<file path="src/rtl/kernel_b_in_fifo_pkg.sv">
// Shared defaults, transfer struct and sizing helper for the kernel_B input FIFO.
package kernel_b_in_fifo_pkg;

   localparam int KB_STREAMW  = 32;
   localparam int KB_DEPTH    = 16;
   localparam int KB_AFULL_TH = 12;
   localparam int KB_STAT_W   = 32;

   typedef struct packed {
      logic wr;
      logic rd;
   } kb_xfer_t;

   function automatic int kb_clog2(input int value);
      int res;
      res = 0;
      while ((1 << res) < value) res++;
      return res;
   endfunction

endpackage

</file>
<file path="src/rtl/kernel_b_in_fifo_sat_counter.sv">
// Saturating event counter; clr has priority over inc and holds at all-ones once reached.
// Only built with STREAM_FIFO_STATS_EN, the sole user of this block.
`ifdef STREAM_FIFO_STATS_EN
module kernel_b_in_fifo_sat_counter #(
   parameter int WIDTH = 32
)(
   input  logic             clk,
   input  logic             clr,
   input  logic             inc,
   output logic [WIDTH-1:0] value
);

   logic [WIDTH-1:0] value_q, value_d;

   always_comb begin
      value_d = value_q;
      if (inc && (value_q != '1)) value_d = value_q + WIDTH'(1);
   end

   always_ff @(posedge clk) begin
      if (clr) value_q <= '0;
      else     value_q <= value_d;
   end

   assign value = value_q;

endmodule
`endif

</file>
<file path="src/rtl/kernel_b_in_fifo.sv">
// Elastic FWFT FIFO in front of kernel_B: a word written into an empty FIFO is visible next cycle; iready is
// registered and drops only when full, never from oready. STREAM_FIFO_STATS_EN adds stat_words/stat_stalls.
module kernel_b_in_fifo
   import kernel_b_in_fifo_pkg::*;
#(
   parameter int  STREAMW  = KB_STREAMW,
   parameter int  DEPTH    = KB_DEPTH,
   parameter int  AFULL_TH = KB_AFULL_TH,
   localparam int AW       = kb_clog2(DEPTH)
)(
   input  logic               clk,
   input  logic               rst,
   input  logic               ivalid,
   output logic               iready,
   input  logic [STREAMW-1:0] in1_s0,
   output logic               ovalid,
   input  logic               oready,
   output logic [STREAMW-1:0] out1_s0,
   output logic [AW:0]        fill_count,
   output logic               almost_full
`ifdef STREAM_FIFO_STATS_EN
  ,output logic [31:0]        stat_words,
   output logic [31:0]        stat_stalls
`endif
);

   logic [STREAMW-1:0] mem [DEPTH];
   logic [AW-1:0]      wr_ptr_q, wr_ptr_d, rd_ptr_q, rd_ptr_d;
   logic [AW:0]        fill_q, fill_d;
   logic               iready_q, iready_d;
   logic               afull_q, afull_d;
   kb_xfer_t           xfer;

   assign iready      = iready_q;
   assign ovalid      = (fill_q != '0);
   assign out1_s0     = mem[rd_ptr_q];
   assign fill_count  = fill_q;
   assign almost_full = afull_q;

   always_comb begin
      xfer.wr  = ivalid & iready_q;
      xfer.rd  = ovalid & oready;
      wr_ptr_d = xfer.wr ? wr_ptr_q + AW'(1) : wr_ptr_q;
      rd_ptr_d = xfer.rd ? rd_ptr_q + AW'(1) : rd_ptr_q;
      fill_d   = fill_q;
      case (xfer)
         2'b10:   fill_d = fill_q + (AW+1)'(1);
         2'b01:   fill_d = fill_q - (AW+1)'(1);
         default: ;
      endcase
      // Ready and almost_full look at next-state occupancy so they are exact the cycle they are seen
      iready_d = (fill_d != (AW+1)'(DEPTH));
      afull_d  = (fill_d >= (AW+1)'(AFULL_TH));
   end

   always_ff @(posedge clk) begin
      if (rst) begin
         wr_ptr_q <= '0;
         rd_ptr_q <= '0;
         fill_q   <= '0;
         iready_q <= 1'b0;
         afull_q  <= 1'b0;
      end else begin
         wr_ptr_q <= wr_ptr_d;
         rd_ptr_q <= rd_ptr_d;
         fill_q   <= fill_d;
         iready_q <= iready_d;
         afull_q  <= afull_d;
      end
   end

   always_ff @(posedge clk) begin
      if (xfer.wr && !rst) mem[wr_ptr_q] <= in1_s0;
   end

`ifdef STREAM_FIFO_STATS_EN
   kernel_b_in_fifo_sat_counter #(.WIDTH(KB_STAT_W)) u_stat_words (
      .clk   (clk),
      .clr   (rst),
      .inc   (xfer.wr),
      .value (stat_words)
   );

   kernel_b_in_fifo_sat_counter #(.WIDTH(KB_STAT_W)) u_stat_stalls (
      .clk   (clk),
      .clr   (rst),
      .inc   (ivalid & ~iready_q),
      .value (stat_stalls)
   );
`endif

endmodule

</file>
<file path="config.mk">
export PLATFORM = sky130hd
export DESIGN_NAME = kernel_b_in_fifo
export DESIGN_NICKNAME = d
export VERILOG_FILES = /design/src/rtl/kernel_b_in_fifo_pkg.sv /design/src/rtl/kernel_b_in_fifo_sat_counter.sv /design/src/rtl/kernel_b_in_fifo.sv
export SDC_FILE = /design/constraint.sdc
export NUM_CORES = 1
export LEC_CHECK = 0
export ABC_AREA = 1
export BUFFER_PORTS_ARGS = -buffer_cell sky130_fd_sc_hd__buf_4
export CORE_ASPECT_RATIO = 1.75
export CORE_MARGIN = 1
export CORE_UTILIZATION = 40
export CTS_CLUSTER_DIAMETER = 60
export DETAILED_ROUTE_END_ITERATION = 12
export PLACE_DENSITY = 0.66
export SETUP_SLACK_MARGIN = 0.5
export SLEW_MARGIN = 5
export SYNTH_ARGS = -nofsm -noshare
export SYNTH_HDL_FRONTEND = slang
export SYNTH_SLANG_ARGS = --single-unit
</file>
<file path="constraint.sdc">
create_clock -name clk -period 3.2 [get_ports clk]
set_input_delay 0.64 -clock clk [delete_from_list [all_inputs] [get_ports clk]]
set_output_delay 0.64 -clock clk [all_outputs]
set_load 0.02 [all_outputs]
</file>
# Yosys cells after proc, flatten, opt, wreduce, memory -nomap -nowiden
# Memories as Yosys holds them, arrays and structs flattened. A register that Yosys moved wholly into a read port is not among the register bits.
# Index checks and enable logic that the tools add are counted.
# W data, S select, Z words.
word_totals:
  regBits: 15
  ramBits: 512
  elab_cells: 24
  mem_count: 1
op_classes:
  n_addsub: 4
  magnitude_cmp: 1
  n_eq_ne: 3
  mux: 5
  n_bitwise: 2
  reduce_logical: 3
memory_table:
  columns: ["memory", "words", "width", "read_ports", "rd_ports_with_merged_regs", "wr", "line", "source"]
  rows:
  - ["mem", 16, 32, 1, 1, 1, "kernel_b_in_fifo.sv:27", "logic [STREAMW-1:0] mem [DEPTH];"]
ops:
  columns: ["operator", "n"]
  rows:
  - ["$pmux W5 S2", 1]
  - ["$add A4 B1 Y4 const B", 2]
  - ["$mux W4", 2]
  - ["$add A5 B1 Y5 const B", 1]
  - ["$ge A5 B4 Y1 const B", 1]
  - ["$ne A5 B5 Y1 const B", 1]
  - ["$reduce_bool A5 Y1", 1]
  - ["$sub A5 B1 Y5 const B", 1]
  - ["$and A1 B1 Y1", 2]
  - ["$eq A2 B1 Y1 const B", 1]
  - ["$eq A2 B2 Y1 const B", 1]
  - ["$mux W1", 2]
  - ["$logic_and A1 B1 Y1", 1]
  - ["$logic_not A1 Y1", 1]

# Longest topological paths before layout
# Gate-level depths: netlist of the first run.
logic_depth:
  depth_word: 5
  depth_mapped: 20
  ltp_nobuf: 19

# Least setup slack after synthesis of the first run
# OpenSTA, ideal clock, no wires.
synth_timing:
  path_type: "input-to-reg"
  startpoint: "input port ivalid"
  endpoint: "memory mem[11][0] (netlist name), enable pin"
  setup_ns: 0.421
  arrival_time_ns: 2.390
  required_ns: 2.779
  path_slack_ns: 0.389
  stages: 4
  path_buffers: 0
  cell_sequence: "nand2_1 > inv_1 > nand2_1 > nor2_1"
synth_between:
  elab_chain_len: 4
synth_lines:
  columns: ["element", "line", "source"]
  rows:
  - ["start: declaration", "kernel_b_in_fifo.sv:13", "input logic ivalid,"]
  - ["$and A1 B1 Y1", "kernel_b_in_fifo.sv:41", "xfer.wr = ivalid & iready_q;"]
  - ["$logic_and A1 B1 Y1", "kernel_b_in_fifo.sv:73", "if (xfer.wr && !rst) mem[wr_ptr_q] <= in1_s0;"]
  - ["$mux W1", "kernel_b_in_fifo.sv:73", null]
  - ["$mux W1 (not written as such)", "kernel_b_in_fifo.sv:73", null]
  - ["end: declaration", "kernel_b_in_fifo.sv:27", null]
# No other way between the ends.

==> impl_metrics.py, run 1 <==
metrics = {
    "global_route": {
        "antenna_found_initial": 2,
        "overflow": 0,
        "grt_pass1_wl_um": 79800,
        "grt_max_degree": 36,
        "grt_usage": 0.199,
        "grt_pass1_vias": 12901,
    },
    "layout": {
        "drive_gt1_frac": 0.223,
        "num-fill-cells": 4375,
        "num-nets-final": 1681,
        "area_growth_pct": 21.6,
        "utilization": 0.493,
    },
    "route": {
        "avgRoutedWirePerCell_um": 24.0,
        "dr_total_vias": 13108,
        "viasPerCell": 5.56,
        "firstDrtPassIters": 5,
        "postRouteAntennaNets": 0,
        "drt_iter0_drc": 881,
        "drc_errors": 0,
        "finalWirelength_um": 56500,
    },
    "timing": {
        "fmax_mhz": 357,
        "whs_ps": 344,
        "finalClockSkew_ps": 21.0,
        "rsz0062_at_grt": "yes",
        "slew_headroom": 0.585,
        "finalSetupViolCount": 0,
        "tns_ps": 0,
        "min_period_over_period": 0.876,
        "worstMarginPinSlew_ps": 623,
        "finalHoldViolations": 0,
        "min_period_ps": 2800,
        "drv_slew": 0,
        "fin_ws_ps": 398,
    },
    "die": {
        "die_h_um": 309,
        "start_util": 0.405,
        "io_pins": 76,
        "die_x_um": 178,
        "core_area_sq_um": 53300,
        "num_rows": 112,
        "dieArea_sq_um": 54900,
    },
    "placed_design": {
        "dp_slack_ps": 678,
        "place.port_buffers": 75,
        "place_hpwl_um": 26000,
        "gp_congestion": 0.777,
    },
    "yosys": {
        "synth-compound-area-share": 0.113,
        "synthTopCellsByArea": "edfxtp_1 (71%), mux2i_1 (5.9%), o211ai_1 (4.4%)",
        "synthMuxAreaShare": 0.0594,
        "ys_async_sr_fraction": 0,
        "synth_top_family_by_area": "compound AO/OA/AOI/OAI gates",
        "synthSimpleGateAreaFrac": 0.0319,
        "synth_area_leader_cell": "edfxtp_1",
        "synth_area_sq_um": 21600,
        "synth_edf_count": 512,
        "synth_top_area_frac": 0.713,
        "synthXorXnorAreaFrac": 0.000812,
        "synth_top_cells_by_count": "edfxtp_1 (512), a21oi_1 (134), mux2i_1 (128), o211ai_1 (125), inv_1 (111)",
        "post-synth-top-count-cell": "edfxtp_1",
        "synth_seq_cells": 531,
        "synth_nets": 1542,
        "yosysUniqueCellTypes": 27,
        "synth_fa_ha_area_frac": 0.00464,
        "avgSynthCellArea_sq_um": 14.4,
        "syn_inst": 1498,
        "ys_warn_count": 0,
        "ys_seq_area_frac": 0.731,
        "ys.flop_type": "edfxtp_1",
    },
    "critical_path": {
        "crit_top_cell": "buf_12",
        "crit_chain": "buf_12 > buf_12 > buf_16 > mux2i_2 > o211ai_1 > nand3_1 > nand2_1 > buf_4",
        "startpoint_type": "flip-flop",
        "max_stage_delay_ps": 440,
        "critPathTopFamily": "buffers and inverters",
        "cp.arrival_ps": 2160,
        "critPathMaxFanout": 8,
        "critPathKind": "flip-flop to output pin",
        "end_kind": "output pin",
        "cpMaxStageDelayCell": "dfxtp_4",
        "crit_buf_inv": 4,
        "worst_ep_required_time_ps": 2560,
    },
    "clock_network": {
        "cts_root_buffer": "clkbuf_16",
        "cts-buffers-inserted": 44,
        "clock-sinks": 531,
        "cts_tree": "built",
        "clock_latency_ps": 570,
        "htreeDepth": 2,
        "holdBufCountCts": 0,
        "clock_path_buffers": 3,
        "clkSlewWorstSetupHoldPaths_ps": 60,
    },
    "pwr": {
        "ir_drop_uv": 502,
        "power.leakage_uw": 0.00890,
        "powerDensity_nw_per_um2": 837,
    },
    "hold_path": {
        "hold_class": "primary input to flip-flop",
    },
    "flow_run": {
        "cap_violations": 0,
    },
    "status": {
        "status": "finished, final reports clean",
    },
}
-- registers in the layout, indices dropped and copies added, names as in the netlist, named ones only --
| name | count |
|---|---|
| almost_full | 1 |
| fill_count | 5 |
| iready | 1 |
| mem | 512 |
| rd_ptr_q | 4 |
| wr_ptr_q | 4 |
-- layout by cell type (no fill, tap or decap), drive strengths merged --
master and instances:
diode 1, ha 8, nor2 36, a31oi 1
a21oi 134, dfxtp 19, nand3 57, mux2i 128
bufbuf 3, xor2 2, clkbuf 67, nand2 65
nor3 4, bufinv 4, edfxtp 512, inv 118
clkinv 58, buf 170, o21ai 157, o211ai 128
-- timing repair --
action	in CTS	in global routing
pin swaps	25	49
resized for setup	103	72
setup endpoints to repair	32	35
cloned	25	14
hold endpoints to repair	0	0
buffers inserted	21	6
-- metrics by stage --
step	instances	power, uW	cell area, sq um
floorplan	1498	12300	21600
global placement	2209	13700	23000
detailed placement	2209	13800	23000
CTS	2335	21100	25600
global route	2356	22800	26200
finish	2356	22000	26200
-- power by group --
group	internal, uW	switching, uW	total (uW)
sequential	7730	144	7880
clock	2910	2390	5300
combinational	4090	4680	8780
total	14700	7210	22000
-- logic make-up (layout without fill, tap and decap cells) --
logic type | after synthesis | in the layout
flops | 531 | 531
compound gates | 420 | 420
buf+inv | 247 | 420
simple gates | 162 | 162
mux | 128 | 128
fa+ha+maj | 8 | 8
xor+xnor | 2 | 2
other cells | 0 | 1
-- routing by layer --
| metal | track usage | up-vias | part of all wire |
|---|---|---|---|
| met2 | 0.355 | 560 | 0.52 |
| met1 | 0.234 | 6536 | 0.36 |
| li1 | - | 5876 | - |
| met5 | 0 | - | 0.00030 |
| met3 | 0.0310 | 134 | 0.072 |
| met4 | 0.0859 | 2 | 0.045 |
-- final cells by class --
class | count | area [sq um] | share of cell area
timing repair buffer | 186 | 2680 | 0.102
clock buffer | 54 | 1160 | 0.0442
clock inverter | 26 | 236 | 0.00902
antenna | 1 | 2.50 | 0.0000954
tap | 684 | 856 | 0.0326
multi-input combinational | 720 | 4880 | 0.186
inverter | 153 | 637 | 0.0243
sequential | 531 | 15800 | 0.601
timing repair inverter | 1 | 8.76 | 0.000334
-- path summary, 6_finish.rpt --
path,end,startpoint,cells after the start,slack (ps)
worst max register to register,iready$_SDFF_PP0_,fill_count[4]$_SDFF_PP0_,18,890
worst min-delay path,fill_count[4]$_SDFF_PP0_,rst,2,340
worst max-delay path,out1_s0[5],flip-flop,8,400
worst min register to register,flip-flop,rd_ptr_q[2]$_SDFFE_PP0N_,1,490
(Power assumes the default switching activity.)
==> inputs of run 2 (changes only) <==
- GPL_ROUTABILITY_DRIVEN: unset -> 0
- PLACE_DENSITY: 0.66 -> 0.62
==> run 2 against run 1 <==
Die area stayed put. Critical path depth is the same. Maximum frequency down 1.2%. Count of clock-buffer cells in the layout grew 4. Sequential power about the same. Utilization shrank 0.14 points. Register-to-register slack worse by 110 ps. Cell count decreased by 0.17%. Non-clock buffer count shrank 3. Critical endpoint is now out1_s0[22].
==> impl_metrics.py, run 2 (synthesized netlist as in run 1, its figures left out) <==
metrics = {
    "route": {
        "avgRoutedWirePerCell_um": 23.3,
        "viasPerCell": 5.47,
        "firstDrtPassIters": 5,
        "postRouteAntennaNets": 0,
        "drt_iter0_drc": 1048,
        "dr_total_vias": 12869,
        "drc_errors": 0,
        "finalWirelength_um": 54700,
    },
    "layout": {
        "num-nets-final": 1678,
        "drive_gt1_frac": 0.218,
        "largest_reg_flops": 512,
        "mostFrequentLayoutCell": "edfxtp_1",
        "utilization": 0.491,
        "num_antenna_cells": 0,
        "final_cell_mix": "edfxtp_1 (512), o211ai_1 (125), mux2i_1 (122), a21oi_1 (110), o21ai_1 (110)",
        "top_register": "mem",
        "final_design_area_no_fill_sq_um": 26200,
        "area_growth_pct": 21.3,
    },
    "critical_path": {
        "cp.arrival_ps": 2200,
        "critPathTopFamily": "buffers and inverters",
        "r2r_end": "iready$_SDFF_PP0_",
        "reg2regPathDepth": 17,
        "crit_chain": "buf_12 > buf_16 > buf_4 > mux2i_2 > o211ai_1 > o211ai_1 > nand2_1 > buf_4",
        "critPathMaxFanout": 14,
        "end_kind": "output pin",
        "cpMaxStageDelayCell": "dfxtp_4",
        "crit_buf_inv": 4,
        "max_stage_delay_ps": 400,
        "ff2ff_setup_slack_ps": 780,
        "r2r-start": "fill_count[4]$_SDFF_PP0_",
        "startpoint_type": "flip-flop",
        "critPathKind": "flip-flop to output pin",
        "worst_ep_required_time_ps": 2560,
    },
    "timing": {
        "finalClockSkew_ps": 15.2,
        "rsz0062_at_grt": "yes",
        "min_period_over_period": 0.886,
        "fmax_mhz": 353,
        "min_period_ps": 2840,
        "finalSetupViolCount": 0,
        "slew_headroom": 0.598,
        "worstMarginPinSlew_ps": 604,
        "drv_slew": 0,
        "finalHoldViolations": 0,
        "tns_ps": 0,
    },
    "die": {
        "core_area_sq_um": 53300,
        "num_rows": 112,
        "dieArea_sq_um": 54900,
        "die_x_um": 178,
        "start_util": 0.405,
        "io_pins": 76,
        "die_h_um": 309,
    },
    "global_route": {
        "grt_pass1_vias": 12804,
        "grt_pass1_wl_um": 77100,
        "antenna_found_initial": 2,
        "grt_usage": 0.190,
        "grt_max_degree": 86,
        "overflow": 0,
    },
    "hold_path": {
        "hold_path_depth": 2,
        "holdPathEnd": "fill_count[3]$_SDFF_PP0_",
        "hold_start": "rst",
        "hold_class": "primary input to flip-flop",
    },
    "clock_network": {
        "holdBufCountCts": 0,
        "clock_path_buffers": 3,
        "clkSlewWorstSetupHoldPaths_ps": 70,
        "clock-sinks": 531,
        "cts-buffers-inserted": 45,
        "clock_latency_ps": 580,
        "htreeDepth": 2,
        "cts_tree": "built",
        "cts_root_buffer": "clkbuf_16",
    },
    "placed_design": {
        "place_area_sq_um": 23000,
        "place.port_buffers": 75,
        "place_hpwl_um": 26300,
    },
    "pwr": {
        "powerDensity_nw_per_um2": 830,
        "power.leakage_uw": 0.00884,
        "ir_drop_uv": 551,
        "total_power_uw": 21700,
    },
    "status": {
        "status": "finished, final reports clean",
    },
    "flow_run": {
        "cap_violations": 0,
    },
}
run 2: worst max path at each step:
stage / start / to / slack, ps / cells past startpoint
final: flip-flop / out1_s0[22] / 360 / 8
after floorplan: ivalid / mem[11][0]$_DFFE_PP_ / 390 / 4
after detailed placement: rst / mem[14][6]$_DFFE_PP_ / 610 / 5
after global routing: flip-flop / out1_s0[22] / 290 / 8
after global placement: rst / mem[14][6]$_DFFE_PP_ / 680 / 5
after CTS: flip-flop / out1_s0[10] / 380 / 7
run 2: what timing repair did:
| item | 4_1_cts | 5_1_grt |
|---|---|---|
| cloned | 16 | 27 |
| resized for setup | 60 | 74 |
| setup endpoints to repair | 32 | 32 |
| setup buffers | 13 | 7 |
| pin swaps | 16 | 42 |
run 2: report_power, final:
group,switching (uW),internal (uW)
Combinational,4450,3890
Clock,2400,3100
Sequential,133,7730
Total,6990,14700
run 2: layer usage:
layer | wire length (um) | up-vias | track usage
met5 | 23 | - | 0
met4 | 1430 | 4 | 0.0642
met3 | 2900 | 94 | 0.0265
met2 | 29500 | 385 | 0.351
met1 | 20900 | 6508 | 0.223
li1 | - | 5878 | -
run 2: layout make-up:
type,count,area [sq um]
Inverter,153,636
Tap cell,684,856
Clock inverter,23,256
Sequential cell,531,15800
Multi-Input combinational cell,720,4830
Clock buffer,58,1220
Timing Repair Buffer,183,2590
Fill cell,4406,27100
run 2: metrics by stage:
stage	hold WS, ps	setup slack [ps]	cells
final	330	365	2352
after detailed placement	456	615	2208
after floorplan	442	389	1498
after global placement	455	676	2208
after CTS	305	381	2318
after global routing	321	288	2352
